<file path="config.mk">
export PLATFORM = sky130hd
export DESIGN_NAME = status_reporter
export DESIGN_NICKNAME = d
export VERILOG_FILES = /design/src/rtl/status_reporter_pkg.sv /design/src/rtl/status_reporter_msg_rom.sv /design/src/rtl/status_reporter.sv
export SDC_FILE = /design/constraint.sdc
export NUM_CORES = 1
export LEC_CHECK = 0
export BUFFER_PORTS_ARGS = -buffer_cell sky130_fd_sc_hd__buf_2
export CAP_MARGIN = 20
export CORE_UTILIZATION = 35
export DETAILED_ROUTE_END_ITERATION = 8
export HOLD_SLACK_MARGIN = 0.1
export PLACE_DENSITY = 0.59
export REMOVE_ABC_BUFFERS = 1
export SLEW_MARGIN = 10
export SYNTH_ARGS = -nofsm -noshare
export SYNTH_HDL_FRONTEND = slang
export SYNTH_SLANG_ARGS = --single-unit
</file>
<file path="constraint.sdc">
create_clock -name clk -period 3.27 [get_ports clk]
set_clock_uncertainty 0.1 [all_clocks]
set_input_delay 0.327 -clock clk [delete_from_list [all_inputs] [get_ports clk]]
set_output_delay 0.327 -clock clk [all_outputs]
set_load 0.03 [all_outputs]
</file>
<file path="src/rtl/status_reporter_pkg.sv">
`default_nettype none
// ============================================================================
//  Module      : enum_type (package)
//  Description : Shared types for the status reporter: message-type enum,
//                FSM state enum, ASCII constants and character encoders.
//                Optional feature macro used by the importing files:
//                REPORT_TIME_EN (enables TIME messages).
//  Revision    : 1.0 - initial release
// ============================================================================
package enum_type;

    // Message kinds the reporter can emit
    typedef enum logic [1:0] {
        MSG_START = 2'd0,
        MSG_OVER  = 2'd1,
        MSG_SCORE = 2'd2,
        MSG_TIME  = 2'd3
    } msg_t;

    // Transmit sequencer states
    typedef enum logic [2:0] {
        ST_IDLE      = 3'd0,
        ST_LOAD      = 3'd1,
        ST_STROBE    = 3'd2,
        ST_WAIT_BUSY = 3'd3,
        ST_WAIT_DONE = 3'd4
    } state_t;

    localparam logic [7:0] c_ascii_cr    = 8'h0D;
    localparam logic [7:0] c_ascii_lf    = 8'h0A;
    localparam logic [7:0] c_ascii_colon = 8'h3A;
    localparam logic [7:0] c_ascii_qmark = 8'h3F;

    // Byte index width; covers the longest message for any sane digit count
    localparam int c_idx_w = 5;

    // BCD digit to ASCII; anything that is not a decimal digit becomes '?'
    function automatic logic [7:0] bcd_to_ascii(input logic [3:0] n);
        return (n <= 4'd9) ? (8'h30 + {4'h0, n}) : c_ascii_qmark;
    endfunction

    // Nibble to uppercase hex ASCII ('A' = 0x37 + 10)
    function automatic logic [7:0] hex_to_ascii(input logic [3:0] n);
        return (n <= 4'd9) ? (8'h30 + {4'h0, n}) : (8'h37 + {4'h0, n});
    endfunction

endpackage
`default_nettype wire

</file>
<file path="src/rtl/status_reporter_msg_rom.sv">
`default_nettype none
// ============================================================================
//  Module      : msg_rom
//  Description : Combinational message table. Maps (message type, byte
//                index, score/time snapshot) to the byte to send and a flag
//                marking the final byte (the LF).
//                Macro REPORT_TIME_EN: adds the "T:hh" message.
//  Ports       : msg_type   - message being sent
//                idx        - byte position within the message
//                score_snap - BCD score snapshot, digit 0 in [3:0]
//                time_snap  - count_down[7:0] snapshot
//                byte_out   - byte at idx
//                last       - byte_out is the terminating LF
//  Revision    : 1.0 - initial release
// ============================================================================
module msg_rom
    import enum_type::*;
#(
    parameter int SCORE_DIGITS = 4
) (
    input  msg_t                      msg_type,
    input  logic [c_idx_w-1:0]        idx,
    input  logic [4*SCORE_DIGITS-1:0] score_snap,
    input  logic [7:0]                time_snap,
    output logic [7:0]                byte_out,
    output logic                      last
);

    int w_pos;
    int w_dig;

`ifndef REPORT_TIME_EN
    logic w_unused_time;
    assign w_unused_time = ^time_snap;
`endif

    always_comb begin
        byte_out = 8'h00;
        last     = 1'b0;
        w_pos    = int'(idx);
        // Digits go out most-significant first: position 2 is the top digit
        w_dig    = SCORE_DIGITS + 1 - w_pos;
        case (msg_type)
            MSG_START: begin
                case (idx)
                    5'd0: byte_out = "S";
                    5'd1: byte_out = "T";
                    5'd2: byte_out = "A";
                    5'd3: byte_out = "R";
                    5'd4: byte_out = "T";
                    5'd5: byte_out = c_ascii_cr;
                    5'd6: begin byte_out = c_ascii_lf; last = 1'b1; end
                    default: ;
                endcase
            end
            MSG_OVER: begin
                case (idx)
                    5'd0: byte_out = "O";
                    5'd1: byte_out = "V";
                    5'd2: byte_out = "E";
                    5'd3: byte_out = "R";
                    5'd4: byte_out = c_ascii_cr;
                    5'd5: begin byte_out = c_ascii_lf; last = 1'b1; end
                    default: ;
                endcase
            end
            MSG_SCORE: begin
                if (w_pos == 0) begin
                    byte_out = "S";
                end else if (w_pos == 1) begin
                    byte_out = c_ascii_colon;
                end else if (w_pos < SCORE_DIGITS + 2) begin
                    byte_out = bcd_to_ascii(score_snap[4*w_dig +: 4]);
                end else if (w_pos == SCORE_DIGITS + 2) begin
                    byte_out = c_ascii_cr;
                end else if (w_pos == SCORE_DIGITS + 3) begin
                    byte_out = c_ascii_lf;
                    last     = 1'b1;
                end
            end
`ifdef REPORT_TIME_EN
            MSG_TIME: begin
                case (idx)
                    5'd0: byte_out = "T";
                    5'd1: byte_out = c_ascii_colon;
                    5'd2: byte_out = hex_to_ascii(time_snap[7:4]);
                    5'd3: byte_out = hex_to_ascii(time_snap[3:0]);
                    5'd4: byte_out = c_ascii_cr;
                    5'd5: begin byte_out = c_ascii_lf; last = 1'b1; end
                    default: ;
                endcase
            end
`endif
            default: ;
        endcase
    end

endmodule
`default_nettype wire

</file>
<file path="src/rtl/status_reporter.sv">
`default_nettype none
// ============================================================================
//  Module      : status_reporter
//  Description : Watches game control/score/timer levels and reports events
//                to a UART as CR/LF-terminated ASCII messages, one byte per
//                transmit strobe, one message at a time.
//                Macro REPORT_TIME_EN: enables "T:hh" messages on count_down
//                change while the game runs; otherwise count_down is ignored.
//  Ports       : clk, reset_n (async, active low)
//                start, over          - game running / game over levels
//                score                - BCD score, digit 0 in [3:0]
//                count_down           - remaining seconds, binary
//                is_transmitting      - UART busy flag
//                transmit, tx_byte    - one-cycle send strobe and its byte
//                busy                 - a message is in flight
//  Revision    : 1.0 - initial release
// ============================================================================
module status_reporter
    import enum_type::*;
#(
    parameter int CNT_W        = 8,
    parameter int SCORE_DIGITS = 4
) (
    input  logic                      clk,
    input  logic                      reset_n,
    input  logic                      start,
    input  logic                      over,
    input  logic [4*SCORE_DIGITS-1:0] score,
    input  logic [CNT_W-1:0]          count_down,
    input  logic                      is_transmitting,
    output logic                      transmit,
    output logic [7:0]                tx_byte,
    output logic                      busy
);

    localparam int c_score_w = 4 * SCORE_DIGITS;

    state_t               r_state;
    msg_t                 r_msg_type;
    logic [c_idx_w-1:0]   r_idx;
    logic                 r_last;
    logic [c_score_w-1:0] r_score_snap;
    logic [c_score_w-1:0] r_score_smp;
    logic                 r_start_d;
    logic                 r_over_d;
    logic                 r_pend_start;
    logic                 r_pend_over;
    logic                 r_pend_score;

    logic                 w_pend_time;
    logic [7:0]           w_time_live;
    logic [7:0]           w_rom_time;
    msg_t                 w_sel;
    msg_t                 w_rom_type;
    logic [c_score_w-1:0] w_rom_score;
    logic [c_idx_w-1:0]   w_rom_idx;
    logic [7:0]           w_rom_byte;
    logic                 w_rom_last;
    logic                 w_any_pend;
    logic                 w_load;
    logic                 w_start_fall;

    assign w_start_fall = r_start_d & ~start;
    assign w_any_pend   = r_pend_over | r_pend_start | r_pend_score | w_pend_time;
    assign w_load       = (r_state == ST_LOAD) && w_any_pend && !is_transmitting;

`ifdef REPORT_TIME_EN
    logic [CNT_W-1:0] r_cnt_smp;
    logic             r_pend_time;
    logic [7:0]       r_time_snap;

    if (CNT_W >= 8) begin : g_cnt_wide
        assign w_time_live = count_down[7:0];
    end else begin : g_cnt_narrow
        assign w_time_live = {{(8-CNT_W){1'b0}}, count_down};
    end

    assign w_pend_time = r_pend_time;

    always_ff @(posedge clk or negedge reset_n) begin
        if (!reset_n) begin
            r_cnt_smp   <= '0;
            r_pend_time <= 1'b0;
        end else begin
            r_cnt_smp <= count_down;
            if (start && (count_down != r_cnt_smp))
                r_pend_time <= 1'b1;
            if ((w_load && (w_sel == MSG_TIME)) || w_start_fall)
                r_pend_time <= 1'b0;
        end
    end

    assign w_rom_time = (r_state == ST_LOAD) ? w_time_live : r_time_snap;
`else
    logic w_unused_cnt;
    assign w_unused_cnt = ^count_down;
    assign w_time_live  = 8'h00;
    assign w_pend_time  = 1'b0;
    assign w_rom_time   = w_time_live;
`endif

    // Fixed priority: OVER > START > SCORE > TIME
    always_comb begin
        w_sel = MSG_TIME;
        if (r_pend_over)       w_sel = MSG_OVER;
        else if (r_pend_start) w_sel = MSG_START;
        else if (r_pend_score) w_sel = MSG_SCORE;
    end

    // In LOAD the table sees the live selection and inputs so byte 0 can be
    // latched on the same edge as the snapshot; in WAIT_DONE it looks one
    // byte ahead so the next byte is ready when the UART frees up.
    assign w_rom_type  = (r_state == ST_LOAD) ? w_sel : r_msg_type;
    assign w_rom_score = (r_state == ST_LOAD) ? score : r_score_snap;
    assign w_rom_idx   = (r_state == ST_LOAD) ? '0 : (r_idx + 1'b1);

    msg_rom #(
        .SCORE_DIGITS (SCORE_DIGITS)
    ) u_msg_rom (
        .msg_type   (w_rom_type),
        .idx        (w_rom_idx),
        .score_snap (w_rom_score),
        .time_snap  (w_rom_time),
        .byte_out   (w_rom_byte),
        .last       (w_rom_last)
    );

    // Event detection and pending flags; a load clears its flag even if the
    // same event repeats that cycle, since the snapshot already holds it.
    always_ff @(posedge clk or negedge reset_n) begin
        if (!reset_n) begin
            r_start_d    <= 1'b0;
            r_over_d     <= 1'b0;
            r_score_smp  <= '0;
            r_pend_start <= 1'b0;
            r_pend_over  <= 1'b0;
            r_pend_score <= 1'b0;
        end else begin
            r_start_d   <= start;
            r_over_d    <= over;
            r_score_smp <= score;
            if (start && !r_start_d)   r_pend_start <= 1'b1;
            if (over && !r_over_d)     r_pend_over  <= 1'b1;
            if (score != r_score_smp)  r_pend_score <= 1'b1;
            if (w_load) begin
                if (w_sel == MSG_OVER)  r_pend_over  <= 1'b0;
                if (w_sel == MSG_START) r_pend_start <= 1'b0;
                if (w_sel == MSG_SCORE) r_pend_score <= 1'b0;
            end
            if (w_start_fall) r_pend_score <= 1'b0;
        end
    end

    // Byte sequencer; transmit is set only on the edge entering STROBE and
    // only while the UART reports idle, so it is high for the STROBE cycle.
    always_ff @(posedge clk or negedge reset_n) begin
        if (!reset_n) begin
            r_state      <= ST_IDLE;
            r_msg_type   <= MSG_START;
            r_idx        <= '0;
            r_last       <= 1'b0;
            r_score_snap <= '0;
`ifdef REPORT_TIME_EN
            r_time_snap  <= 8'h00;
`endif
            transmit     <= 1'b0;
            tx_byte      <= 8'h00;
            busy         <= 1'b0;
        end else begin
            transmit <= 1'b0;
            case (r_state)
                ST_IDLE: begin
                    if (w_any_pend) begin
                        r_state <= ST_LOAD;
                        busy    <= 1'b1;
                    end
                end
                ST_LOAD: begin
                    if (!w_any_pend) begin
                        // Flags withdrawn by start falling before the load
                        r_state <= ST_IDLE;
                        busy    <= 1'b0;
                    end else if (!is_transmitting) begin
                        r_msg_type   <= w_sel;
                        r_score_snap <= score;
`ifdef REPORT_TIME_EN
                        r_time_snap  <= w_time_live;
`endif
                        r_idx        <= '0;
                        tx_byte      <= w_rom_byte;
                        r_last       <= w_rom_last;
                        transmit     <= 1'b1;
                        r_state      <= ST_STROBE;
                    end
                end
                ST_STROBE: begin
                    r_state <= ST_WAIT_BUSY;
                end
                ST_WAIT_BUSY: begin
                    if (is_transmitting) r_state <= ST_WAIT_DONE;
                end
                ST_WAIT_DONE: begin
                    if (!is_transmitting) begin
                        if (r_last) begin
                            r_state <= ST_IDLE;
                            busy    <= 1'b0;
                        end else begin
                            r_idx    <= r_idx + 1'b1;
                            tx_byte  <= w_rom_byte;
                            r_last   <= w_rom_last;
                            transmit <= 1'b1;
                            r_state  <= ST_STROBE;
                        end
                    end
                end
                default: begin
                    r_state <= ST_IDLE;
                    busy    <= 1'b0;
                end
            endcase
        end
    end

endmodule
`default_nettype wire
</file>
==> flow_summary.toml <==
[setup_path]
max_stage_delay_ps = 420
crit_buf_inv = 1
cp_common_cell = "ha_1"
crit_path_end_kind = "flop"
cp.required_ps = 3400
crit_type = "flop to flop"
crit_arrival_ps = 2910
slowest_stage = "dfrtp_1"
crit_chain = "ha_1 -> xnor2_1 -> nor2_1 -> ha_1 -> inv_1 -> nor3_1 -> a21oi_1 -> a41oi_1 -> nand2_1 -> o211ai_1 -> a22o_1"
start_kind = "flop"
crit_family = "compound AO/OA/AOI/OAI gates"
cp_max_fo = 5

[route]
wl_per_cell_um = 15.2
drc_errors = 0
vias_per_cell = 5.54
first_iter_violations = 417
dr.pass1.iters = 6
postRouteWirelength_um = 8050
ant_nets = 0
vias = 2926

[logic_synthesis]
synth_area_per_cell_um2 = 8.81
synth-edff-count = 0
ys.flop_type = "dfrtp_1"
ys_warn_count = 0
netlist_area_mm2 = 0.00328
synth_cell_types = 57
synth.most_common_cell = "nand2_1"
ys_ff_latch = 57
yosysTopAreaCell = "dfrtp_1"
synth_top_area_frac = 0.435
synthTopCellsByArea = "dfrtp_1 44%, nand2_1 8.3%, xnor2_1 5.1%, a21oi_1 3.4%, o21ai_0 3.4%"
syn_inst = 372
async_flop_share = 1.00
synth_common_cells = "72 x nand2_1, 57 x dfrtp_1, 27 x nor2_1"
seq_area_frac_synth = 0.435

[pwr]
p_seq_frac = 0.334
power_mw = 3.28
power_frac_comb = 0.437
swShare = 0.415
clockPowerShare = 0.229
p_sw_mw = 1.36
peakVddDrop_mv = 0.262
p_per_area_mw_per_mm2 = 833
intPower_mw = 1.92
leakage_nw = 1.73

[cts]
cts_tree = "done"
cts_max_level = 3
clockRootBuffer = "clkbuf_8"
cts_resized = 0
cts.sinks = 57
path_clk_slew_ps = 70
ctsLongestPathBuffers = 2
cts_made_buffers = 9
clock_latency_ps = 340

[final_layout]
layout-area-overhead-vs-synth_pct = 20.2
nNetsFinal = 448
drive_above_1_share = 0.157
num_antenna_cells = 0
nFillCells = 861
layoutNonFillerInstCount = 528

[global_routing]
grt_overflow = 0
grt_max_degree = 45
grt_antenna_before_repair = 0
grt_pass1_wl_um = 13900
grt_usage = 0.183
grt_pass1_vias = 2704

[sta]
rsz0062_at_grt = "false"
drv_slew = 0
tightestPinTransition_ps = 694
timing.fmax_ghz = 0.360
setup_violations = 0
fin_crit_sh = 0.849
slew_headroom = 0.536
finalHoldViolCount = 0
finalSetupTns_ps = 0
final.min_clock_period_ps = 2770
fin_ws_ps = 495

[placed_design]
gp_congestion = 0.926
placedCellCount = 492
dp_slack_ps = 518
placement.io_buffers = 29
dp_hpwl_um = 5580

[floorplan]
pin_count = 39
die_w_um = 98.7
num_rows = 34
die_h_um = 98.7
start_util = 0.368
die_area_mm2 = 0.00975
core_area_mm2 = 0.00889

[flow_run]
drv_cap = 0

[outcome]
status = "complete, no violations"

[min_path]
hold_class = "input pin to flop"
## area by class of cell
| class | instances | area (um^2) | area share |
|---|---|---|---|
| Multi-Input combinational cell | 281 | 1690 | 0.429 |
| Sequential cell | 57 | 1430 | 0.362 |
| Timing Repair Buffer | 57 | 423 | 0.107 |
| Clock buffer | 10 | 138 | 0.0350 |
| Tap cell | 108 | 135 | 0.0343 |
| Clock inverter | 6 | 91.3 | 0.0232 |
| Inverter | 9 | 33.8 | 0.00858 |
## flip-flops by register name, indices dropped and copies added, names as in the netlist, 2 cells and up
name          cells
r_state           3
r_msg_type        2
r_score_snap     16
r_idx             5
tx_byte           7
r_score_smp      16
## cell usage in the layout, fill, tap and decap left out, types with 4 or more instances in the layout
cell type | Yosys | routed
buf_2 | 11 | 29
inv_1 | 7 | 7
a31oi_1 | 9 | 9
o21ai_0 | 22 | 22
dfrtp_1 | 57 | 57
and3_1 | 4 | 4
nand4_1 | 5 | 5
xnor2_1 | 19 | 19
nor3_1 | 5 | 5
clkbuf_8 | 0 | 10
nand2_1 | 72 | 72
o22ai_1 | 6 | 6
o31ai_1 | 5 | 5
buf_4 | 1 | 8
a21oi_1 | 22 | 22
o21ai_1 | 6 | 6
nor2_1 | 27 | 27
dlygate4sd3_1 | 0 | 19
or3_1 | 4 | 4
o32ai_1 | 4 | 4
ha_1 | 4 | 4
nand3_1 | 9 | 9
## logic make-up (layout without fill, tap and decap cells)
| group | after synthesis | after routing | synth area share |
|---|---|---|---|
| fa+ha+maj | 5 | 5 | 0.0187 |
| other cells | 1 | 1 | 0.00114 |
| flops | 57 | 57 | 0.435 |
| buf+inv | 34 | 82 | 0.0489 |
| xor+xnor | 23 | 23 | 0.0638 |
| simple gates | 147 | 147 | 0.209 |
| compound gates | 101 | 101 | 0.199 |
| mux | 4 | 4 | 0.0241 |
## through the flow
stage | utilization | cell area [um^2] | hold slack, ps
2_1_floorplan | - | 3150 | -68.6
3_3_place_gp | 0.392 | 3490 | 342
3_5_place_dp | 0.392 | 3490 | 343
4_1_cts | 0.440 | 3910 | 220
5_1_grt | 0.443 | 3940 | 230
6_report | 0.443 | 3940 | 238
## worst reg2reg max path: cells and delay by family, from the launching register on
kind | cells | cell delay (ps)
AO/OA/AOI/OAI | 4 | 750
adder cells (fa/ha/maj) | 2 | 520
flip-flops | 1 | 420
XOR/XNOR | 1 | 400
AND/OR/NAND/NOR | 3 | 350
buffers and inverters | 1 | 120
## metal layers
layer	GRT usage	vias to the layer above	part of all wire
met1	0.260	1395	0.49
li1	-	1411	-
met3	0.0348	5	0.054
met5	0	-	0
met2	0.280	115	0.45
met4	0.0608	0	0.0066
## power by group through the flow
stage	Combinational, mW	Sequential, mW	Clock, mW
3_3_place_gp	1.39	1.10	0
6_report	1.43	1.10	0.751
4_1_cts	1.42	1.10	0.771
2_1_floorplan	0.922	1.16	0
3_5_place_dp	1.40	1.11	0
5_1_grt	1.60	1.13	0.805
## repair_timing
item / 4_1_cts / 5_1_grt
hold buffers: 19 / 0
setup endpoints to repair: 0 / 0
setup buffers: 0 / 0
endpoints found under the hold margin: 30 / 0
## final timing paths
kind	startpoint	end	slack (ps)	cells past startpoint
hold reg to reg	r_start_d	r_pend_start	360	1
setup / recovery	r_idx[1]	tx_byte[4]	500	11
max in group asynchronous	reset_n	r_score_smp[12]	2130	3
hold / removal	is_transmitting	r_state[2]	240	2
setup reg to reg	r_idx[1]	tx_byte[4]	500	11
min in group asynchronous	reset_n	r_score_smp[3]	410	2
Note: power is estimated with default switching activity, not from simulation.
